<file path="src/rtl/tick_sched_pkg.sv">
// Shared op-codes, FSM state type and period limits for the tick scheduler.
package tick_sched_pkg;

    localparam logic [1:0] OP_LOAD  = 2'd0;
    localparam logic [1:0] OP_START = 2'd1;
    localparam logic [1:0] OP_STOP  = 2'd2;
    localparam logic [1:0] OP_SYNC  = 2'd3;

    localparam int MIN_PERIOD = 2;

    typedef enum logic [0:0] {
        S_IDLE  = 1'b0,
        S_APPLY = 1'b1
    } state_t;

endpackage

</file>
<file path="src/rtl/tick_sched_chan.sv">
// One tick channel: period/counter/mode registers and registered tick/done pulses.
module tick_chan #(
    parameter int PW             = 16,
    parameter int DEFAULT_PERIOD = 2
) (
    input  logic          clk,
    input  logic          rst,
    input  logic          load,
    input  logic          start,
    input  logic          stop,
    input  logic          sync,
    input  logic [PW-1:0] period,
    input  logic          oneshot,
    output logic          tick,
    output logic          done,
    output logic          running
);

    logic [PW-1:0] p_q, p_d;
    logic [PW-1:0] cnt_q, cnt_d;
    logic          run_q, run_d;
    logic          os_q, os_d;
    logic          tick_q, tick_d;
    logic          done_q, done_d;

    always_comb begin
        p_d    = p_q;
        cnt_d  = cnt_q;
        run_d  = run_q;
        os_d   = os_q;
        tick_d = 1'b0;
        done_d = 1'b0;

        if (run_q) begin
            if (cnt_q == p_q - 1'b1) begin
                cnt_d  = '0;
                tick_d = 1'b1;
                if (os_q) begin
                    done_d = 1'b1;
                    run_d  = 1'b0;
                end
            end else begin
                cnt_d = cnt_q + 1'b1;
            end
        end

        // A command on this edge overrides the wrap: pulses dropped, counter restarts.
        if (load || start || stop || sync) begin
            tick_d = 1'b0;
            done_d = 1'b0;
            cnt_d  = '0;
            run_d  = run_q;
            if (load) begin
                p_d = period;
            end
            if (start) begin
                run_d = 1'b1;
                os_d  = oneshot;
            end
            if (stop) begin
                run_d = 1'b0;
            end
        end
    end

    always_ff @(posedge clk or posedge rst) begin
        if (rst) begin
            p_q    <= PW'(DEFAULT_PERIOD);
            cnt_q  <= '0;
            run_q  <= 1'b0;
            os_q   <= 1'b0;
            tick_q <= 1'b0;
            done_q <= 1'b0;
        end else begin
            p_q    <= p_d;
            cnt_q  <= cnt_d;
            run_q  <= run_d;
            os_q   <= os_d;
            tick_q <= tick_d;
            done_q <= done_d;
        end
    end

    assign tick    = tick_q;
    assign done    = done_q;
    assign running = run_q;

endmodule

</file>
<file path="src/rtl/tick_sched.sv">
// Multi-channel tick scheduler: two-state command FSM, command latch/decode and NUM_CH tick channels.
module tick_sched
    import tick_sched_pkg::*;
#(
    parameter int NUM_CH         = 4,
    parameter int PW             = 16,
    parameter int DEFAULT_PERIOD = 2,
    localparam int CW            = (NUM_CH > 1) ? $clog2(NUM_CH) : 1
) (
    input  logic              org_clk,
    input  logic              sys_rst,
    input  logic              cfg_valid,
    output logic              cfg_ready,
    input  logic [1:0]        cfg_op,
    input  logic [CW-1:0]     cfg_ch,
    input  logic [PW-1:0]     cfg_period,
    input  logic              cfg_oneshot,
    output logic              cfg_err,
    output logic [NUM_CH-1:0] tick,
    output logic [NUM_CH-1:0] done,
    output logic [NUM_CH-1:0] running
);

    state_t        state_q, state_d;
    logic [1:0]    op_q, op_d;
    logic [CW-1:0] ch_q, ch_d;
    logic [PW-1:0] period_q, period_d;
    logic          oneshot_q, oneshot_d;
    logic          cfg_err_q, cfg_err_d;

    logic              ch_ok;
    logic              clamp;
    logic [PW-1:0]     period_c;
    logic [NUM_CH-1:0] load_v, start_v, stop_v, sync_v;

    assign ch_ok    = ({1'b0, ch_q} < (CW+1)'(NUM_CH));
    assign clamp    = (period_q < PW'(MIN_PERIOD));
    assign period_c = clamp ? PW'(MIN_PERIOD) : period_q;

    always_comb begin
        state_d   = state_q;
        op_d      = op_q;
        ch_d      = ch_q;
        period_d  = period_q;
        oneshot_d = oneshot_q;
        cfg_err_d = 1'b0;

        case (state_q)
            S_IDLE: begin
                if (cfg_valid) begin
                    op_d      = cfg_op;
                    ch_d      = cfg_ch;
                    period_d  = cfg_period;
                    oneshot_d = cfg_oneshot;
                    state_d   = S_APPLY;
                end
            end
            S_APPLY: begin
                state_d = S_IDLE;
                if (op_q != OP_SYNC) begin
                    cfg_err_d = !ch_ok || ((op_q == OP_LOAD) && clamp);
                end
            end
            default: state_d = S_IDLE;
        endcase
    end

    // Strobes are live only during APPLY, so commands execute on the edge that leaves it.
    always_comb begin
        load_v  = '0;
        start_v = '0;
        stop_v  = '0;
        sync_v  = '0;
        if (state_q == S_APPLY) begin
            if (op_q == OP_SYNC) begin
                sync_v = '1;
            end else begin
                for (int i = 0; i < NUM_CH; i++) begin
                    if (ch_ok && (ch_q == CW'(i))) begin
                        load_v[i]  = (op_q == OP_LOAD);
                        start_v[i] = (op_q == OP_START);
                        stop_v[i]  = (op_q == OP_STOP);
                    end
                end
            end
        end
    end

    always_ff @(posedge org_clk or posedge sys_rst) begin
        if (sys_rst) begin
            state_q   <= S_IDLE;
            op_q      <= OP_LOAD;
            ch_q      <= '0;
            period_q  <= '0;
            oneshot_q <= 1'b0;
            cfg_err_q <= 1'b0;
        end else begin
            state_q   <= state_d;
            op_q      <= op_d;
            ch_q      <= ch_d;
            period_q  <= period_d;
            oneshot_q <= oneshot_d;
            cfg_err_q <= cfg_err_d;
        end
    end

    assign cfg_ready = (state_q == S_IDLE);
    assign cfg_err   = cfg_err_q;

    for (genvar g = 0; g < NUM_CH; g++) begin : g_chan
        tick_chan #(
            .PW             (PW),
            .DEFAULT_PERIOD (DEFAULT_PERIOD)
        ) u_chan (
            .clk     (org_clk),
            .rst     (sys_rst),
            .load    (load_v[g]),
            .start   (start_v[g]),
            .stop    (stop_v[g]),
            .sync    (sync_v[g]),
            .period  (period_c),
            .oneshot (oneshot_q),
            .tick    (tick[g]),
            .done    (done[g]),
            .running (running[g])
        );
    end

endmodule
</file>
<file path="config.mk">
export PLATFORM = sky130hd
export DESIGN_NAME = tick_sched
export DESIGN_NICKNAME = d
export VERILOG_FILES = /design/src/rtl/tick_sched_pkg.sv /design/src/rtl/tick_sched_chan.sv /design/src/rtl/tick_sched.sv
export SDC_FILE = /design/constraint.sdc
export NUM_CORES = 1
export LEC_CHECK = 0
export ABC_AREA = 1
export ABC_CLOCK_PERIOD_IN_PS = 4900
export BUFFER_PORTS_ARGS = -buffer_cell sky130_fd_sc_hd__buf_2
export CAP_MARGIN = 5
export CORE_AREA = 3 3 240 124
export DETAILED_ROUTE_END_ITERATION = 16
export DIE_AREA = 0 0 243 127
export PLACE_DENSITY = 0.57
export SKIP_LAST_GASP = 1
export SLEW_MARGIN = 20
export SYNTH_ARGS = -nofsm -noshare
export SYNTH_HDL_FRONTEND = slang
export SYNTH_SLANG_ARGS = --single-unit
</file>
<file path="constraint.sdc">
create_clock -name org_clk -period 4.9 [get_ports org_clk]
set_clock_uncertainty 0.15 [all_clocks]
set_input_delay 0.245 -clock org_clk [delete_from_list [all_inputs] [get_ports org_clk]]
set_output_delay 0.245 -clock org_clk [all_outputs]
set_load 0.02 [all_outputs]
</file>
==> results of run 1 <==
-- stage by stage --
step                utilization  cell area, um2
floorplan                     -           11100
global placement          0.417           11500
detailed placement        0.417           11500
CTS                       0.448           12400
global route              0.448           12400
finish                    0.448           12400
-- critical path: stages, from the launching register on --
cell,delay [ps]
dfrtp_1,410
inv_1,100
nand2_1,90
nor2_1,100
inv_1,120
nor2_1,770
inv_1,380
nand2_1,150
o21ai_0,100
-- area by class of cell --
cell class	count	area [um2]
fill	2843	15300
tap	382	478
timing repair buffer	65	450
clock buffer	21	460
multi-input combinational	1218	5840
clock inverter	11	194
inverter	211	796
sequential	167	4180
-- power by group through the flow --
stage / Sequential, mW / Clock (mW) / Combinational (mW)
4_1_cts: 2.20 / 1.56 / 3.10
3_5_place_dp: 2.21 / 0 / 3.07
6_report: 2.20 / 1.54 / 3.10
3_3_place_gp: 2.22 / 0 / 3.07
5_1_grt: 2.26 / 1.63 / 3.61
2_1_floorplan: 2.03 / 0 / 2.54
-- cell families (layout without fill, tap and decap cells) --
logic type | Yosys count | count (layout) | synth area share
adder cells (fa/ha/maj) | 8 | 8 | 0.00905
AO/OA/AOI/OAI | 118 | 118 | 0.0546
AND/OR/NAND/NOR | 1002 | 1002 | 0.393
XOR/XNOR | 90 | 90 | 0.0713
buffers and inverters | 257 | 308 | 0.0940
flip-flops | 167 | 167 | 0.378
-- metal layers --
metal  share of wire  up-vias
met5               0        -
met4           0.014        0
met3           0.037       29
met2            0.43      157
met1            0.52     4598
li1                -     5235
-- cells in the final DEF, fill, tap and decap left out, drive strengths merged, types with 2 or more instances in the layout --
master and count:
nor2 192, or2 3, nand3b 22, bufinv 5
clkinvlp 2, ha 8, nand2 578, inv 209
dfrtp 163, clkbuf 21, dfstp 4, xor2 67
dlygate4sd3 22, nor4 13, nand3 130, nand4 39
clkinv 6, nor3 23, a21oi 9, xnor2 23
buf 43, o21ai 104
-- registers in the layout (all words and copies together) (netlist names) --
| register | flops |
|---|---|
| cfg_err | 1 |
| ch_q | 2 |
| g_chan.u_chan.cnt_q | 64 |
| g_chan.u_chan.done | 4 |
| g_chan.u_chan.os_q | 4 |
| g_chan.u_chan.p_q | 64 |
| g_chan.u_chan.running | 4 |
| g_chan.u_chan.tick | 4 |
| oneshot_q | 1 |
| op_q | 2 |
| period_q | 16 |
| state_q | 1 |
-- what timing repair did --
action                                 in CTS  in global routing
endpoints found under the hold margin     184                  0
hold buffers                               22                  0
setup endpoints to repair                   0                  0
-- final timing paths --
kind	cells after the start	slack, ps	to	startpoint
min reg2reg	2	340	period_q[0]	period_q[0]
max in group asynchronous	4	3540	g_chan[2].u_chan.cnt_q[14]	sys_rst
max reg2reg	8	2400	g_chan[1].u_chan.p_q[13]	op_q[1]
min	4	180	period_q[7]	cfg_valid
max	8	2400	g_chan[1].u_chan.p_q[13]	op_q[1]
min in group asynchronous	4	420	period_q[3]	sys_rst
==> results.toml, run 1 <==
[run_status]
status = "complete, no violations"

[placement]
post-place-ws_ps = 2480
place_congestion = 0.862
dp.cells = 2021
hpwl_um = 21700
port_buffers = 37

[pwr]
power_density_mw_per_mm2 = 551
seqPwrFrac = 0.322
power.internal_mw = 3.74
combPwrFrac = 0.453
switching_power_mw = 3.10
clockPowerShare = 0.225
p_total_mw = 6.84
irDropWorstVdd_uv = 282
switching_share = 0.453
p_leak_nw = 6.42

[yosys]
ys_seq_area_frac = 0.378
synth_top_area_frac = 0.369
synth_fp_nets = 1674
yosysWarnings = 0
synth_edf_count = 0
yosys-top-cells-area = "dfrtp_1, nand2_1, inv_1"
avgSynthCellArea_um2 = 6.74
ys_ff_latch = 167
synthFlopType = "dfrtp_1"
async_reset_ff_frac = 1.00
synth_cells = 1642
synth_most_common_cell = "nand2_1"
yosysTopAreaCell = "dfrtp_1"
ys_top_cells_by_count = "nand2_1, inv_1, nor2_1"
syn_area_mm2 = 0.0111
synth_cell_type_count = 40

[global_route]
grt_pass1_wl_um = 49300
busiest_layer = "met2"
gr-usage-met1 = 0.296
grt_max_degree = 66
grt_pass1_vias = 9250
antenna_found_initial = 0
met2_usage = 0.306
grt_use_met3 = 0.0310
globalRouteOverflowTotal = 0
grt.total_usage = 0.200

[routing]
viasPerCell = 4.83
totalWireLength_um = 29700
drtAntennaViolNets = 0
drt-pass1-iter-count = 5
first_iter_violations = 763
route.vias.total = 10000
drc_errors = 0
wl_per_cell_um = 14.3

[floorplan]
start_util = 0.400
rows = 43
die_area_mm2 = 0.0309
ioPinCount = 38
coreArea_mm2 = 0.0277
die_h_um = 127
die_x_um = 243

[clock_network]
htree_levels = 4
cts_root_buffer = "clkbuf_16"
post_cts_buffers = 0
cts_sinks = 167
numCtsBuffers = 17
cts_max_path_buffers = 2
insertion_delay_ps = 440
cts_resized = 0
path_clk_slew_ps = 70
cts_tree = "built"

[final_layout]
drive_above_1_share = 0.0732
antenna_cells = 0
fin_nets = 1712
final_cell_count_no_fill = 2075
synthToLayoutAreaGrowth_pct = 12.1

[sta]
tightest_slew_ps = 1060
setup-tns-final_ps = 0
fin_ws_ps = 2400
maxSlewViolCount = 0
rsz0062_at_grt = "no"
slew_headroom = 0.288
finalHoldViolations = 0
hold_ws_ps = 184
timing.fmax_mhz = 400
setup_viol = 0
min_period_ps = 2500
min_period_over_period = 0.510

[worst_setup_path]
cp.arrival_ps = 2660
worstPathRequired_ps = 5060
critPathKind = "register to register"
cp_max_fo = 21
cp-start-kind = "register"
crit_path_end_kind = "register"

[run]
drv_cap = 0

[hold_path]
hold_path_class = "primary input to register"
Note: power is estimated with default switching activity, not from simulation.
==> run 2: changes to the inputs <==
--- a/config.mk
+++ b/config.mk
@@ -6,13 +6,13 @@
 export NUM_CORES = 1
 export LEC_CHECK = 0
 export ABC_AREA = 1
-export ABC_CLOCK_PERIOD_IN_PS = 4900
+export ABC_CLOCK_PERIOD_IN_PS = 2500
 export BUFFER_PORTS_ARGS = -buffer_cell sky130_fd_sc_hd__buf_2
 export CAP_MARGIN = 5
 export CORE_AREA = 3 3 240 124
 export DETAILED_ROUTE_END_ITERATION = 16
 export DIE_AREA = 0 0 243 127
-export PLACE_DENSITY = 0.57
+export PLACE_DENSITY = 0.55
 export SKIP_LAST_GASP = 1
 export SLEW_MARGIN = 20
 export SYNTH_ARGS = -nofsm -noshare
==> constraint.sdc (replaced) <==
create_clock -name org_clk -period 2.5 [get_ports org_clk]
set_clock_uncertainty 0.15 [all_clocks]
set_input_delay 0.125 -clock org_clk [delete_from_list [all_inputs] [get_ports org_clk]]
set_output_delay 0.125 -clock org_clk [all_outputs]
set_load 0.02 [all_outputs]
==> run 2 against run 1 <==
  * Sequential power rose by 96%
  * Total power is 93% higher
  * Non-clock buffer count is 13 higher
  * Routed wire length grew 2.8%
  * Die area stayed put
  * Critical path type unchanged
  * First-iteration DRC count increased by 6.6%
  * Combinational power up 100%
  * Cell count up 0.63%
  * Via count increased by 1.9%
  * Critical path depth increased by 5
==> results.toml, run 2 (synthesis results as in run 1) <==
[floorplan]
ioPinCount = 38
die_area_mm2 = 0.0309
coreArea_mm2 = 0.0277
start_util = 0.400
die_x_um = 243
die_h_um = 127
rows = 43

[sta]
timing.fmax_mhz = 438
maxSlewViolCount = 0
tightest_slew_ps = 803
slew_headroom = 0.465
finalHoldViolations = 0
min_period_ps = 2290
setup_viol = 0
min_period_over_period = 0.914

[run]
drv_cap = 0

[worst_setup_path]
cp-start-kind = "register"
critical_path.cell_chain = "inv_2 -> ha_2 -> nand2_2 -> nor2_2 -> o21ai_0 -> nand2_1 -> nand2_1 -> nor2_1 -> nand3_1 -> nor2_2 -> nand2_4 -> nand2_1 -> nand3_1"
worstPathRequired_ps = 2670
cp_max_fo = 19
r2r_cells = 13
r2r_setup_slack_ps = 210
slowest_stage = "dfrtp_1"
cpPeakStageDelay_ps = 440
crit_path_end_kind = "register"
crit_end = "g_chan[0].u_chan.running"
r2r-start = "g_chan[0].u_chan.p_q[0]"
cp_common_cell = "nand2_1"
r2r_end = "g_chan[0].u_chan.running"
cp.arrival_ps = 2450
critPathKind = "register to register"
startpoint = "g_chan[0].u_chan.p_q[0]"

[global_route]
grt_max_degree = 144
grt_pass1_vias = 9626
antenna_found_initial = 0
globalRouteOverflowTotal = 0
grt_pass1_wl_um = 50500
grt.total_usage = 0.205

[routing]
route.vias.total = 10200
drt-pass1-iter-count = 5
drtAntennaViolNets = 0
wl_per_cell_um = 14.6
viasPerCell = 4.89
first_iter_violations = 813
drc_errors = 0
totalWireLength_um = 30600

[pwr]
p_leak_nw = 6.45
p_total_mw = 13.2
power_density_mw_per_mm2 = 1060
irDropWorstVdd_uv = 529

[final_layout]
final_util = 0.451
reg_top3 = "g_chan.u_chan.cnt_q: 64 flops, g_chan.u_chan.p_q: 64 flops, period_q: 16 flops"
drive_above_1_share = 0.0856
fin_nets = 1725
antenna_cells = 0
mostFrequentLayoutCells = "nand2_1, inv_1, dfrtp_1"
final_area_mm2 = 0.0125
final_common_cell = "nand2_1"
synthToLayoutAreaGrowth_pct = 12.7

[clock_network]
cts_max_path_buffers = 2
cts_tree = "built"
htree_levels = 4
cts_root_buffer = "clkbuf_16"
path_clk_slew_ps = 70
cts_sinks = 167
post_cts_buffers = 0
numCtsBuffers = 17
insertion_delay_ps = 440

[run_status]
status = "complete, no violations"

[placement]
place_congestion = 0.954
place_area_mm2 = 0.0116
hpwl_um = 22600
port_buffers = 37

[hold_path]
hold_path_class = "primary input to register"
-- run 2: cell count changes in the layout (fill, tap and decap cells not counted), moves of 3 or more --
| cell | change |
|---|---|
| buf_4 | +12 |
| bufinv_16 | -4 |
| clkinv_2 | +3 |
| ha_1 | -3 |
| ha_2 | +3 |
| inv_6 | -3 |
| nor2_1 | -6 |
| nor2_4 | +4 |
-- run 2: stage by stage --
stage | setup WS (ps) | hold slack (ps) | TNS (ps) | instances
finish | 215 | 45.3 | 0 | 2088
global route | -13.9 | 78.9 | -51.6 | 2088
CTS | 74.1 | 39.7 | 0 | 2088
detailed placement | 97.3 | 120 | 0 | 2034
global placement | 128 | 100 | 0 | 2034
floorplan | 102 | 84.6 | 0 | 1642
-- run 2: cell type report --
cell class | count | area, um2
Sequential cell | 167 | 4180
Timing Repair Buffer | 78 | 561
Clock inverter | 9 | 78.8
Fill cell | 2874 | 15200
Inverter | 211 | 796
Tap cell | 382 | 478
Multi-Input combinational cell | 1218 | 5900
Clock buffer | 23 | 468
-- run 2: layer usage --
layer	wire (um)	track usage	up-vias
li1	-	-	5236
met1	15200	0.292	4721
met2	13500	0.328	226
met3	1360	0.0382	29
met4	427	0.0459	0
met5	0	0	-
-- run 2: worst min-delay path by stage --
stage	slack, ps	endpoint	cells after the start	start
6_report	50	period_q[2]	4	cfg_valid
5_1_grt	80	period_q[2]	4	cfg_valid
3_3_place_gp	100	g_chan[0].u_chan.tick	3	sys_rst
4_1_cts	40	period_q[2]	4	cfg_valid
3_5_place_dp	120	g_chan[0].u_chan.tick	3	sys_rst
2_1_floorplan	80	oneshot_q	2	cfg_oneshot
-- run 2: what timing repair did --
item / 4_1_cts / 5_1_grt
setup endpoints to repair: 0 / 46
gates resized for setup: 0 / 16
endpoints found under the hold margin: 185 / 0
hold buffers: 22 / 0
-- run 2: worst max-delay path, delay by kind of cell (launching register included) --
| kind | cells | cell delay [ps] |
|---|---|---|
| AOI/OAI and AO/OA | 1 | 130 |
| adders and majority gates | 1 | 230 |
| buffers and inverters | 1 | 120 |
| and+or+nand+nor | 10 | 1080 |
| DFF | 1 | 440 |
-- run 2: power by group --
part	switching [mW]	internal (mW)	total (mW)
Sequential	0.935	3.37	4.31
Clock	1.12	1.42	2.54
Combinational	4.10	2.22	6.32
